File: config.mk
export PLATFORM = sky130hd
export DESIGN_NAME = inv_mix_columns_ctrl
export DESIGN_NICKNAME = d
export VERILOG_FILES = /design/src/rtl/inv_mix_columns_ctrl.sv
export SDC_FILE = /design/constraint.sdc
export NUM_CORES = 1
export LEC_CHECK = 0
export CORE_MARGIN = 10
export CORE_UTILIZATION = 25
export DETAILED_ROUTE_END_ITERATION = 6
export HOLD_SLACK_MARGIN = 0.08
export PLACE_DENSITY = 0.52
export SETUP_SLACK_MARGIN = 0.5
export SLEW_MARGIN = 20
export SYNTH_ARGS = -nofsm -noshare
export SYNTH_HDL_FRONTEND = slang
export SYNTH_SLANG_ARGS = --single-unit
File: constraint.sdc
create_clock -name clk -period 5.6 [get_ports clk]
set_input_delay 1.4 -clock clk [delete_from_list [all_inputs] [get_ports clk]]
set_output_delay 1.4 -clock clk [all_outputs]
set_load 0.05 [all_outputs]
File: src/rtl/inv_mix_columns_ctrl.sv
// AES-128 InvMixColumns sequencer: time-shares COLS_PER_CYCLE column multiplier
// lanes across the four state columns, with valid/ready on both sides and a bypass.
module inv_mix_columns_ctrl #(
  parameter int unsigned COLS_PER_CYCLE = 1
) (
  input  logic         clk,
  input  logic         n_rst,
  input  logic         in_valid,
  output logic         in_ready,
  input  logic [127:0] in_data,
  input  logic         in_bypass,
  output logic         out_valid,
  input  logic         out_ready,
  output logic [127:0] out_data,
  output logic         busy
);

  localparam int unsigned N_COLS = 4;
  localparam int unsigned COL_W  = 32;

  if (!(COLS_PER_CYCLE == 1 || COLS_PER_CYCLE == 2 || COLS_PER_CYCLE == 4)) begin : g_bad_cols
    $error("inv_mix_columns_ctrl: COLS_PER_CYCLE must be 1, 2 or 4");
  end

  typedef enum logic [1:0] {IDLE, CALC, HOLD} state_t;

  state_t           state, state_next;
  logic [1:0]       col_cnt, col_next;
  logic             load_mix, load_byp, calc_en, last_step;
  logic [COL_W-1:0] in_col   [N_COLS];
  logic [COL_W-1:0] work_col [N_COLS];
  logic [COL_W-1:0] res_col  [N_COLS];
  logic [1:0]       lane_col [COLS_PER_CYCLE];
  logic [COL_W-1:0] lane_out [COLS_PER_CYCLE];

  // GF(2^8) constant multipliers, polynomial 0x11B
  function automatic logic [7:0] xt(input logic [7:0] b);
    return {b[6:0], 1'b0} ^ (b[7] ? 8'h1b : 8'h00);
  endfunction

  function automatic logic [7:0] mul9(input logic [7:0] b);
    return xt(xt(xt(b))) ^ b;
  endfunction

  function automatic logic [7:0] mul11(input logic [7:0] b);
    return xt(xt(xt(b))) ^ xt(b) ^ b;
  endfunction

  function automatic logic [7:0] mul13(input logic [7:0] b);
    return xt(xt(xt(b))) ^ xt(xt(b)) ^ b;
  endfunction

  function automatic logic [7:0] mul14(input logic [7:0] b);
    return xt(xt(xt(b))) ^ xt(xt(b)) ^ xt(b);
  endfunction

  function automatic logic [31:0] inv_col(input logic [31:0] c);
    logic [7:0] s0, s1, s2, s3;
    {s0, s1, s2, s3} = c;
    return {mul14(s0) ^ mul11(s1) ^ mul13(s2) ^ mul9(s3),
            mul9(s0)  ^ mul14(s1) ^ mul11(s2) ^ mul13(s3),
            mul13(s0) ^ mul9(s1)  ^ mul14(s2) ^ mul11(s3),
            mul11(s0) ^ mul13(s1) ^ mul9(s2)  ^ mul14(s3)};
  endfunction

  for (genvar i = 0; i < N_COLS; i++) begin : g_split
    assign in_col[i] = in_data[127 - 32*i -: 32];
  end

  // One column unit per lane; lane k handles column col_cnt + k
  for (genvar k = 0; k < COLS_PER_CYCLE; k++) begin : g_lane
    assign lane_col[k] = col_cnt + 2'(k);
    assign lane_out[k] = inv_col(work_col[lane_col[k]]);
  end

  assign last_step = (col_cnt == 2'(N_COLS - COLS_PER_CYCLE));
  assign in_ready  = (state == IDLE);
  assign out_valid = (state == HOLD);
  assign busy      = (state == CALC) || (state == HOLD);
  assign out_data  = {res_col[0], res_col[1], res_col[2], res_col[3]};

  always_ff @(posedge clk or negedge n_rst) begin
    if (!n_rst) begin
      state   <= IDLE;
      col_cnt <= 2'd0;
    end else begin
      state   <= state_next;
      col_cnt <= col_next;
    end
  end

  always_comb begin
    state_next = state;
    col_next   = col_cnt;
    load_mix   = 1'b0;
    load_byp   = 1'b0;
    calc_en    = 1'b0;
    case (state)
      IDLE: begin
        if (in_valid) begin
          if (in_bypass) begin
            load_byp   = 1'b1;
            state_next = HOLD;
          end else begin
            load_mix   = 1'b1;
            state_next = CALC;
            col_next   = 2'd0;
          end
        end
      end
      CALC: begin
        calc_en  = 1'b1;
        col_next = col_cnt + 2'(COLS_PER_CYCLE);
        if (last_step) state_next = HOLD;
      end
      HOLD: begin
        if (out_ready) state_next = IDLE;
      end
      default: state_next = IDLE;
    endcase
  end

  // Work register latches the accepted state; result collects finished columns
  always_ff @(posedge clk or negedge n_rst) begin
    if (!n_rst) begin
      work_col <= '{default: '0};
      res_col  <= '{default: '0};
    end else begin
      if (load_mix || load_byp) work_col <= in_col;
      if (load_byp) res_col <= in_col;
      if (calc_en) begin
        for (int unsigned k = 0; k < COLS_PER_CYCLE; k++) begin
          res_col[lane_col[k]] <= lane_out[k];
        end
      end
    end
  end

endmodule

; Word-level counts from Yosys, hierarchy flattened
; Index checks and enable logic that the tools add are counted.
[classes]
addsub = 1
n_lt_le_gt_ge = 2
eq_ne = 7
muxes = 35
n_bitwise = 49
reduce_logical = 7
[ops]
columns = cell, count
row1 = 8-bit bitwise XOR, 38
row2 = 128-bit two-way mux, 2
row3 = 128-bit bitwise mux, 1
row4 = 32-bit two-way mux, 3
row5 = 8-bit by 5-bit bitwise XOR with 8-bit output, 10
row6 = 32-bit binary-select mux with 2-bit select, 1
row7 = 32-bit demux with 2-bit select, 1
row8 = 5-bit two-way mux, 12
row9 = 2-bit two-way mux, 6
row10 = 1-bit two-way mux, 7
row11 = 2-bit != test (second input constant), 3
row12 = 2-bit case mux with 3 select lines, 1
row13 = 3-bit AND reduction, 2
row14 = 2-bit equality test (second input constant), 2
row15 = 2-bit case mux with 2 select lines, 1
row16 = 3-bit greater-or-equal comparator (second input constant), 1
row17 = 3-bit by 1-bit < comparator with 1-bit output (second input constant), 1
row18 = 2-bit NOT with 3-bit output, 1
row19 = 2-bit by 1-bit adder with 2-bit output (second input constant), 1
row20 = 2-bit by 1-bit equality test with 1-bit output (second input constant), 1
row21 = 2-bit zero test, 1
row22 = 1-bit logical OR, 2
row23 = 2-bit by 1-bit != test with 1-bit output (second input constant), 1
row24 = 2-bit nonzero test, 1
row25 = 1-bit logical AND, 1
[totals]
register_bits = 260
input_bits = 133
elab_cells = 111

; Longest topological paths before layout
; Gate-level depths: netlist of run 1.
[depth]
depth_word = 17
mapped_depth = 11

; Least setup slack after synthesis of run 1
; OpenSTA, ideal clock, no wires.
[synth_path]
path_kind = input to register
start = in in_valid
end = reg res_col, in the netlist out_data[32]
arrival_ps = 2886
required_time_ps = 5463
path_slack_ps = 2577
path_stages = 6
cell_sequence = nand3_1 -> clkbuf_1 -> clkbuf_1 -> clkbuf_1 -> mux2i_1 -> a21oi_1
[synth_between]
elab_chain_cells = 5
[synth_rtl]
columns = element, line_no
row1 = from (decl), 8  ; input logic in_valid,
row2 = 1-bit two-way mux (*), 100  ; if (in_valid) begin
row3 = 1-bit two-way mux (*), 98  ; case (state)
row4 = 128-bit two-way mux (*), 130  ; if (load_byp) res_col <= in_col;
row5 = 128-bit bitwise mux, 133  ; res_col[lane_col[k]] <= lane_out[k];
row6 = 128-bit two-way mux (*), 131  ; if (calc_en) begin
row7 = to (signal assigned), 130
row8 = "to (signal, indexed assignment)", 133
row9 = to (decl), 32  ; logic [COL_W-1:0] res_col [N_COLS];
; Every way passes the cells marked *; elsewhere a longest branch is shown, timed or not.
; A chain may end at the register's enable or synchronous reset.

; Worst setup path in the final report of run 1
[layout_path]
start = reg col_cnt[0]
end = reg res_col, in the netlist out_data[37]
[layout_between]
elab_chain_cells = 15
[layout_rtl]
columns = element, line_no
row1 = from (decl), 28  ; logic [1:0] col_cnt, col_next;
row2 = from (signal assigned), 88  ; col_cnt <= col_next;
row3 = 2-bit NOT with 3-bit output (implied by the code) (*), "73, 133"
row4 = 32-bit binary-select mux with 2-bit select, 73  ; assign lane_out[k] = inv_col(work_col[lane_col[k]]);
row5 = 32-bit two-way mux (implied by the code) (2 in a row), 73
row6 = 5-bit two-way mux or 8-bit by 5-bit bitwise XOR with 8-bit output (tied branches), 38  ; return {b[6:0], 1'b0} ^ (b[7] ? 8'h1b : 8'h00);
row7 = 8-bit by 5-bit bitwise XOR with 8-bit output or 5-bit two-way mux (tied branches), 38
row8 = 8-bit by 5-bit bitwise XOR with 8-bit output or 8-bit bitwise XOR (tied branches), 38
row9 = 8-bit by 5-bit bitwise XOR with 8-bit output, 38
row10 = "8-bit bitwise XOR, on equally long branches (2 in a row)", "46, 50"
row11 = 8-bit bitwise XOR (3 in a row), 63  ; mul11(s0) ^ mul13(s1) ^ mul9(s2) ^ mul14(s3)};
row12 = 128-bit bitwise mux (*), 133
row13 = 128-bit two-way mux (*), 131
; Every way passes the cells marked *; elsewhere a longest branch is shown, timed or not. The select of a mux whose other input is x is not followed.

==> results.cfg, run 1 <==
[run_status]
status = finished, final reports clean

[synth]
synth_edf_count = 0
syn_area_per_cell_um2 = 13.0
synth_top_area_share = 0.459
synth.most_common_cell = dfrtp_1
syn-num-nets = 1232
synth_cell_type_count = 36
yosys-top-cells-count = dfrtp_1 (260), mux2_2 (164), mux2i_1 (92), xnor2_1 (91), nand2_1 (81)
synth_area_um2 = 14200
seq_area_frac_synth = 0.459
synth_top_area_cell = dfrtp_1
synth_flop_cell = dfrtp_1
synthCells = 1092
yosys-top-cells-area = dfrtp_1 (46%), mux2_2 (13%), mux2i_1 (6.5%)
synthArstFlopShare = 1.00
synth_seq_cells = 260
yosys_warnings = 0

[min_path]
hold_end = work_col[51]
hold_depth = 1
min-delay-start = work_col[51]
hold_path_class = flip-flop to flip-flop

[job]
cap_violations = 0

[critical_path]
cp_cell_sequence = buf_4, mux4_2, xor2_1, xnor3_1, xnor2_1, xnor2_1, o21ai_0
worst-setup-path-type = flip-flop to flip-flop
cp-end-kind = flip-flop
critical-path-max-stage-delay_ns = 0.72
critPathMaxFanout = 14
arrival_ns = 4.27
reg2reg_slack_ns = 1.74
cp_data_required_time_ns = 6.01
r2r_cells = 7
crit_path_frequent_cell = xnor2_1
r2r_end = out_data[37]
cpMaxStageDelayCell = mux4_2
critPathLaunchType = flip-flop
reg2reg_from = col_cnt[0]

[detailed_routing]
dr_wl_met2_um = 24100
wl_met3_um = 2690
avgRoutedWirePerCell_um = 22.0
antenna_left = 0
vias = 9268
vias_per_cell = 4.40
wl_met1_um = 18700
drt_iter0_drc = 561
drc = 0
firstDrtPassIters = 4
top_layer_used = met5
wl_um = 46200

[placement]
pre_cts_slack_ns = 1.50
hpwl_um = 33900
port_buffers = 263
placed_cells = 2047
gp_congestion = 0.838

[final_layout]
area.sequential_um2 = 6510
layout.nets = 1463
finalNonFillerCells = 2105
fill_cells = 5585
drive_above_1_share = 0.209
syn_to_final_growth_pct = 30.8
multiInputGateArea_um2 = 7320

[floorplanning]
initial_core_util = 0.252
rows = 87
die_x_um = 258
ios = 264
dieArea_um2 = 66600
core_area_um2 = 56300
die_h_um = 258

[global_routing]
antenna_found_initial = 6
first_global_vias = 10100
grt_pass1_wl_um = 69000
overflow = 0
grt_max_degree = 120
grt.total_usage = 0.136

[clock_network]
clk_pin_slew_ns = 0.06
insertion_delay_ns = 0.58
htreeDepth = 1
clk_path_buf_depth = 3
root_buffer = clkbuf_16
cts_sinks = 260
cts_hold_buf = 0
tritoncts = done
numCtsBuffers = 30
ctsResizeCount = 0
cts_setup_buffers = 0

[timing]
maxSlewHeadroom = 0.321
fin_crit_ns = 3.86
drv_slew = 0
min_period_over_period = 0.689
worst_pin_slew_ns = 1.02
fin_setup_tns_ns = 0
rsz0062_at_grt = no
finalSetupViolCount = 0
hold_violations = 0
setup_slack_ns = 1.74
fmax_mhz = 259
fin_skew_ns = 0.0280
per-layer routing:
metal | vias to the layer above | track usage
met5 | - | 0
met4 | 8 | 0.0317
met3 | 53 | 0.0301
met2 | 187 | 0.247
met1 | 4732 | 0.161
li1 | 4288 | -
worst max-delay path by stage:
stage              endpoint  startpoint  slack [ns]  cells after the start
3_3_place_gp   out_data[98]    in_valid        1.53                      6
3_5_place_dp   out_data[42]    in_valid        1.50                      6
5_1_grt        out_data[86]  col_cnt[0]        1.56                      7
2_1_floorplan  out_data[32]    in_valid        2.58                      6
4_1_cts        out_data[35]  col_cnt[0]        1.68                      7
6_report       out_data[37]  col_cnt[0]        1.74                      7
through the flow:
step | util | cell area [um2] | hold slack [ns]
after floorplan | - | 14200 | 0.474
after global placement | 0.312 | 17600 | 0.483
after detailed placement | 0.312 | 17600 | 0.488
after CTS | 0.329 | 18500 | 0.501
after global routing | 0.329 | 18500 | 0.518
final | 0.329 | 18500 | 0.499
logic make-up (layout without fill, tap and decap cells):
logic type | count (synthesis) | in the layout | synth area share
simple gates | 140 | 140 | 0.0378
mux | 288 | 288 | 0.246
flops | 260 | 260 | 0.459
xor+xnor | 178 | 178 | 0.168
fa+ha+maj | 7 | 7 | 0.00618
compound gates | 138 | 138 | 0.0553
buf+inv | 81 | 336 | 0.0274
other cells | 0 | 2 | 0
registers in the layout, summed over array words and instances (netlist names):
signal / cells
col_cnt: 2
out_data: 128
state: 2
work_col: 128
layout make-up:
class | instances | share of cell area
diodes | 2 | 0.000270
clock buffers | 40 | 0.0452
clock inverters | 16 | 0.00776
inverters | 7 | 0.00142
multi-input cells | 751 | 0.395
flip-flops and latches | 260 | 0.351
well taps | 756 | 0.0510
repair buffers | 273 | 0.148
cell usage in the layout (no fill, tap or decap), types with 8 or more instances in the layout:
master / n
clkinv_2: 12
xor3_1: 11
mux2_2: 164
mux4_2: 32
xor2_1: 23
o21ai_1: 25
xnor2_2: 13
a21o_1: 8
clkdlybuf4s50_1: 262
nor2_1: 54
dfrtp_1: 258
nand2_1: 77
mux2i_1: 92
o21a_1: 24
xnor2_1: 91
clkbuf_16: 30
xnor3_1: 38
a21oi_1: 49
o21ai_0: 27
critical path: cells and delay by family, from the launching register on:
family	cells	cell delay, ns
AOI/OAI and AO/OA	1	0.20
xor gates and xnor gates	4	1.80
buffers and inverters	1	0.37
DFF	1	0.59
muxes	1	0.72
Power of run 1 is left out: the tool's default activity adds up to more than one toggle a clock period on the data nets, which glitch-free logic cannot reach.
==> inputs of run 2 (changes only) <==
clock period = 3.83 ns   (was 5.6 ns; I/O delays follow)
==> run 2 against run 1 <==
Final cell count is 2.7% higher. Largest cell class unchanged. Sequential share of layout area is 1.4 points lower. Worst hold slack worse by 0.038 ns. Critical path type unchanged.
==> results.cfg, run 2 (synthesis results as in run 1) <==
[run_status]
status = finished, final reports clean

[final_layout]
final_cell_mix = clkdlybuf4s50_1 (262), dfrtp_1 (258), mux2_2 (164), mux2i_1 (92), xnor2_1 (83)
final_cell_area_um2 = 19300
layout.nets = 1518
finalNonFillerCells = 2161
final_common_cell = clkdlybuf4s50_1
drive_above_1_share = 0.248
syn_to_final_growth_pct = 36.3

[global_routing]
antenna_found_initial = 5
grt_max_degree = 99
grt.total_usage = 0.144
overflow = 0
grt_pass1_wl_um = 71900
first_global_vias = 10500

[clock_network]
cts_sinks = 260
htreeDepth = 2
insertion_delay_ns = 0.54
cts_hold_buf = 0
tritoncts = done
clk_pin_slew_ns = 0.05
root_buffer = clkbuf_16
numCtsBuffers = 34
clk_path_buf_depth = 3

[critical_path]
critPathMaxFanout = 9
critPathLaunchType = flip-flop
cp_num_buf_inv = 1
cpMaxStageDelayCell = mux4_2
worst-setup-path-type = flip-flop to flip-flop
cp-end-kind = flip-flop
cp_data_required_time_ns = 4.29
crit_path_frequent_cell = xnor2_1
critical-path-max-stage-delay_ns = 0.68
arrival_ns = 3.80
cp_top_family = XOR/XNOR gates
cp_cell_sequence = buf_12, mux4_2, xnor2_2, xnor2_1, xnor3_1, xnor2_1, o21a_1

[timing]
worst_pin_slew_ns = 0.933
fin_skew_ns = 0.0263
min_period_over_period = 0.873
rsz0062_at_grt = yes
fin_setup_tns_ns = 0
maxSlewHeadroom = 0.378
fmax_mhz = 299
finalSetupViolCount = 0
hold_violations = 0
drv_slew = 0
fin_crit_ns = 3.35

[placement]
port_buffers = 263
placed_cells = 2074
gp_congestion = 0.866
dpl_cell_area_um2 = 17800
hpwl_um = 35900

[detailed_routing]
wl_um = 48300
drc = 0
antenna_left = 0
vias_per_cell = 4.41
firstDrtPassIters = 4
vias = 9520
drt_iter0_drc = 410
avgRoutedWirePerCell_um = 22.4

[floorplanning]
die_x_um = 258
initial_core_util = 0.252
ios = 264
dieArea_um2 = 66600
die_h_um = 258
rows = 87
core_area_um2 = 56300

[job]
cap_violations = 0

[min_path]
hold_path_class = primary input to asynchronous set/reset pin
[run 2: per-layer routing]
layer	track usage	vias up	wire, um
met1	0.173	4848	20000
li1	-	4395	-
met4	0.0390	2	835
met3	0.0318	56	2440
met2	0.255	219	25000
met5	0	-	11
[run 2: stage by stage]
step | hold WS [ns] | utilization | setup WS [ns]
after floorplan | 0.474 | - | 0.922
after global placement | 0.485 | 0.316 | 0.408
after detailed placement | 0.490 | 0.316 | 0.373
after CTS | 0.503 | 0.338 | 0.417
after global routing | 0.506 | 0.343 | 0.439
final | 0.461 | 0.343 | 0.485
[run 2: worst register-to-register path, cell delays in order, from the launching register on]
cell and delay (ns):
dfrtp_4 0.51, buf_12 0.18, mux4_2 0.69, xnor2_2 0.44, xnor2_1 0.24, xnor3_1 0.47, xnor2_1 0.53, o21a_1 0.23
[run 2: area by class of cell]
type                       count  area (um2)
inverter                       7        26.3
timing repair buffer         324        3220
fill                        5557       37000
clock inverter                13         171
sequential                   260        6510
clock buffer                  46         977
antenna                        4        10.0
multi-input combinational    751        7450
tap                          756         946
[run 2: worst paths after layout]
| check | startpoint | to | slack [ns] | depth (start not counted) |
|---|---|---|---|---|
| min in group clk | work_col[25] | work_col[25] | 0.50 | 1 |
| max reg2reg | col_cnt[0] | out_data[54] | 0.48 | 7 |
| max in group asynchronous | n_rst | out_data[64] | 2.44 | 2 |
| max | col_cnt[0] | out_data[54] | 0.48 | 7 |
| min | n_rst | state[1] | 0.46 | 1 |
| min reg2reg | work_col[25] | work_col[25] | 0.50 | 1 |
[run 2: timing repair]
action | CTS | global route
buffers inserted | 3 | 21
pin swaps | 1 | 4
gates resized for setup | 7 | 14
endpoints found under the setup margin | 37 | 61
Power of run 2 is left out for the same reason.
==> inputs of run 3 (changes only) <==
CTS_BUF_LIST = sky130_fd_sc_hd__clkbuf_16   (was not set)
==> run 3 against run 2 <==
Critical path depth did not move. Utilization fell by 0.11 points. Clock-buffer cell count fell by 11. First-iteration DRC count up 0.98%. Worst setup slack worse by 0.0069 ns. Worst hold slack worse by 0.0025 ns. Global-route usage barely moved. Final area shrank 0.31%. Critical path type unchanged. Critical endpoint unchanged.
==> results.cfg, run 3 (synthesis results as in run 1) <==
[final_layout]
drive_above_1_share = 0.244
layout.nets = 1518
final_common_cell = clkdlybuf4s50_1
final_cell_mix = clkdlybuf4s50_1 (262), dfrtp_1 (258), mux2_2 (164), mux2i_1 (92), xnor2_1 (83)
fill_cells = 5556
syn_to_final_growth_pct = 35.9

[global_routing]
grt_max_degree = 99
overflow = 0
grt.total_usage = 0.144
grt_pass1_wl_um = 71900
first_global_vias = 10500
antenna_found_initial = 5

[floorplanning]
ios = 264
die_h_um = 258
rows = 87
core_area_um2 = 56300
die_x_um = 258
dieArea_um2 = 66600
initial_core_util = 0.252

[critical_path]
cp-end-kind = flip-flop
cp_data_required_time_ns = 4.29
critPathMaxFanout = 9
reg2reg_from = col_cnt[0]
reg2reg_slack_ns = 0.48
arrival_ns = 3.81
r2r_cells = 7
critPathLaunchType = flip-flop
worst-setup-path-type = flip-flop to flip-flop
r2r_end = out_data[54]

[clock_network]
cts_hold_buf = 0
insertion_delay_ns = 0.54
clk_pin_slew_ns = 0.05
numCtsBuffers = 34
cts_sinks = 260
clk_path_buf_depth = 3
htreeDepth = 2
root_buffer = clkbuf_16
tritoncts = done

[timing]
fmax_mhz = 298
worst_pin_slew_ns = 0.924
min_period_over_period = 0.875
fin_setup_tns_ns = 0
drv_slew = 0
fin_skew_ns = 0.0257
finalSetupViolCount = 0
fin_crit_ns = 3.35
rsz0062_at_grt = yes
maxSlewHeadroom = 0.384
hold_violations = 0

[detailed_routing]
antenna_left = 0
vias = 9533
vias_per_cell = 4.41
firstDrtPassIters = 4
avgRoutedWirePerCell_um = 22.4
drt_iter0_drc = 414
drc = 0
wl_um = 48300

[min_path]
hold_path_class = primary input to asynchronous set/reset pin

[run_status]
status = finished, final reports clean

[job]
cap_violations = 0

[placement]
gp_congestion = 0.866
port_buffers = 263
hpwl_um = 35900
==> run 3: area by class of cell <==
class,count,area [um2],area share
repair buffers,324,3220,0.167
clock buffers,35,876,0.0455
inverters,7,26.3,0.00137
clock inverters,24,213,0.0111
diodes,4,10.0,0.000520
well taps,756,946,0.0491
flip-flops and latches,260,6510,0.338
multi-input cells,751,7450,0.387
==> run 3: worst max-delay path by stage <==
stage / startpoint / endpoint / slack [ns] / depth (start not counted)
after floorplan: col_cnt[0] / out_data[36] / 0.92 / 8
after global placement: col_cnt[0] / out_data[67] / 0.41 / 7
after detailed placement: col_cnt[0] / out_data[35] / 0.37 / 7
after CTS: col_cnt[0] / out_data[54] / 0.42 / 7
after global routing: col_cnt[0] / out_data[87] / 0.44 / 10
final: col_cnt[0] / out_data[54] / 0.48 / 7
==> run 3: critical path, stage by stage (launching register included) <==
cell and delay, ns:
dfrtp_4 0.51, buf_12 0.18, mux4_2 0.69, xnor2_2 0.45
xnor2_1 0.24, xnor3_1 0.46, xnor2_1 0.52, o21a_1 0.22
==> run 3: repair_timing <==
| item | 4_1_cts | 5_1_grt |
|---|---|---|
| setup endpoints to repair | 37 | 62 |
| pin swaps | 1 | 4 |
| setup buffers | 3 | 21 |
| gates resized for setup | 7 | 14 |
| endpoints found under the hold margin | 0 | 0 |
==> run 3: per-stage QoR <==
stage	instances	hold slack (ns)	area (um2)	utilization	setup WS, ns
2_1_floorplan	1092	0.474	14200	-	0.922
3_3_place_gp	2074	0.485	17800	0.316	0.408
3_5_place_dp	2074	0.490	17800	0.316	0.373
4_1_cts	2136	0.503	19000	0.337	0.417
5_1_grt	2161	0.506	19200	0.342	0.439
6_report	2161	0.458	19200	0.342	0.478
==> run 3: metal layers <==
| metal | vias up | wire (um) | track usage |
|---|---|---|---|
| met3 | 54 | 2270 | 0.0318 |
| met5 | - | 11 | 0 |
| met2 | 211 | 25000 | 0.255 |
| met1 | 4875 | 20200 | 0.173 |
| met4 | 2 | 833 | 0.0390 |
| li1 | 4391 | - | - |
Power of run 3 is left out for the same reason.
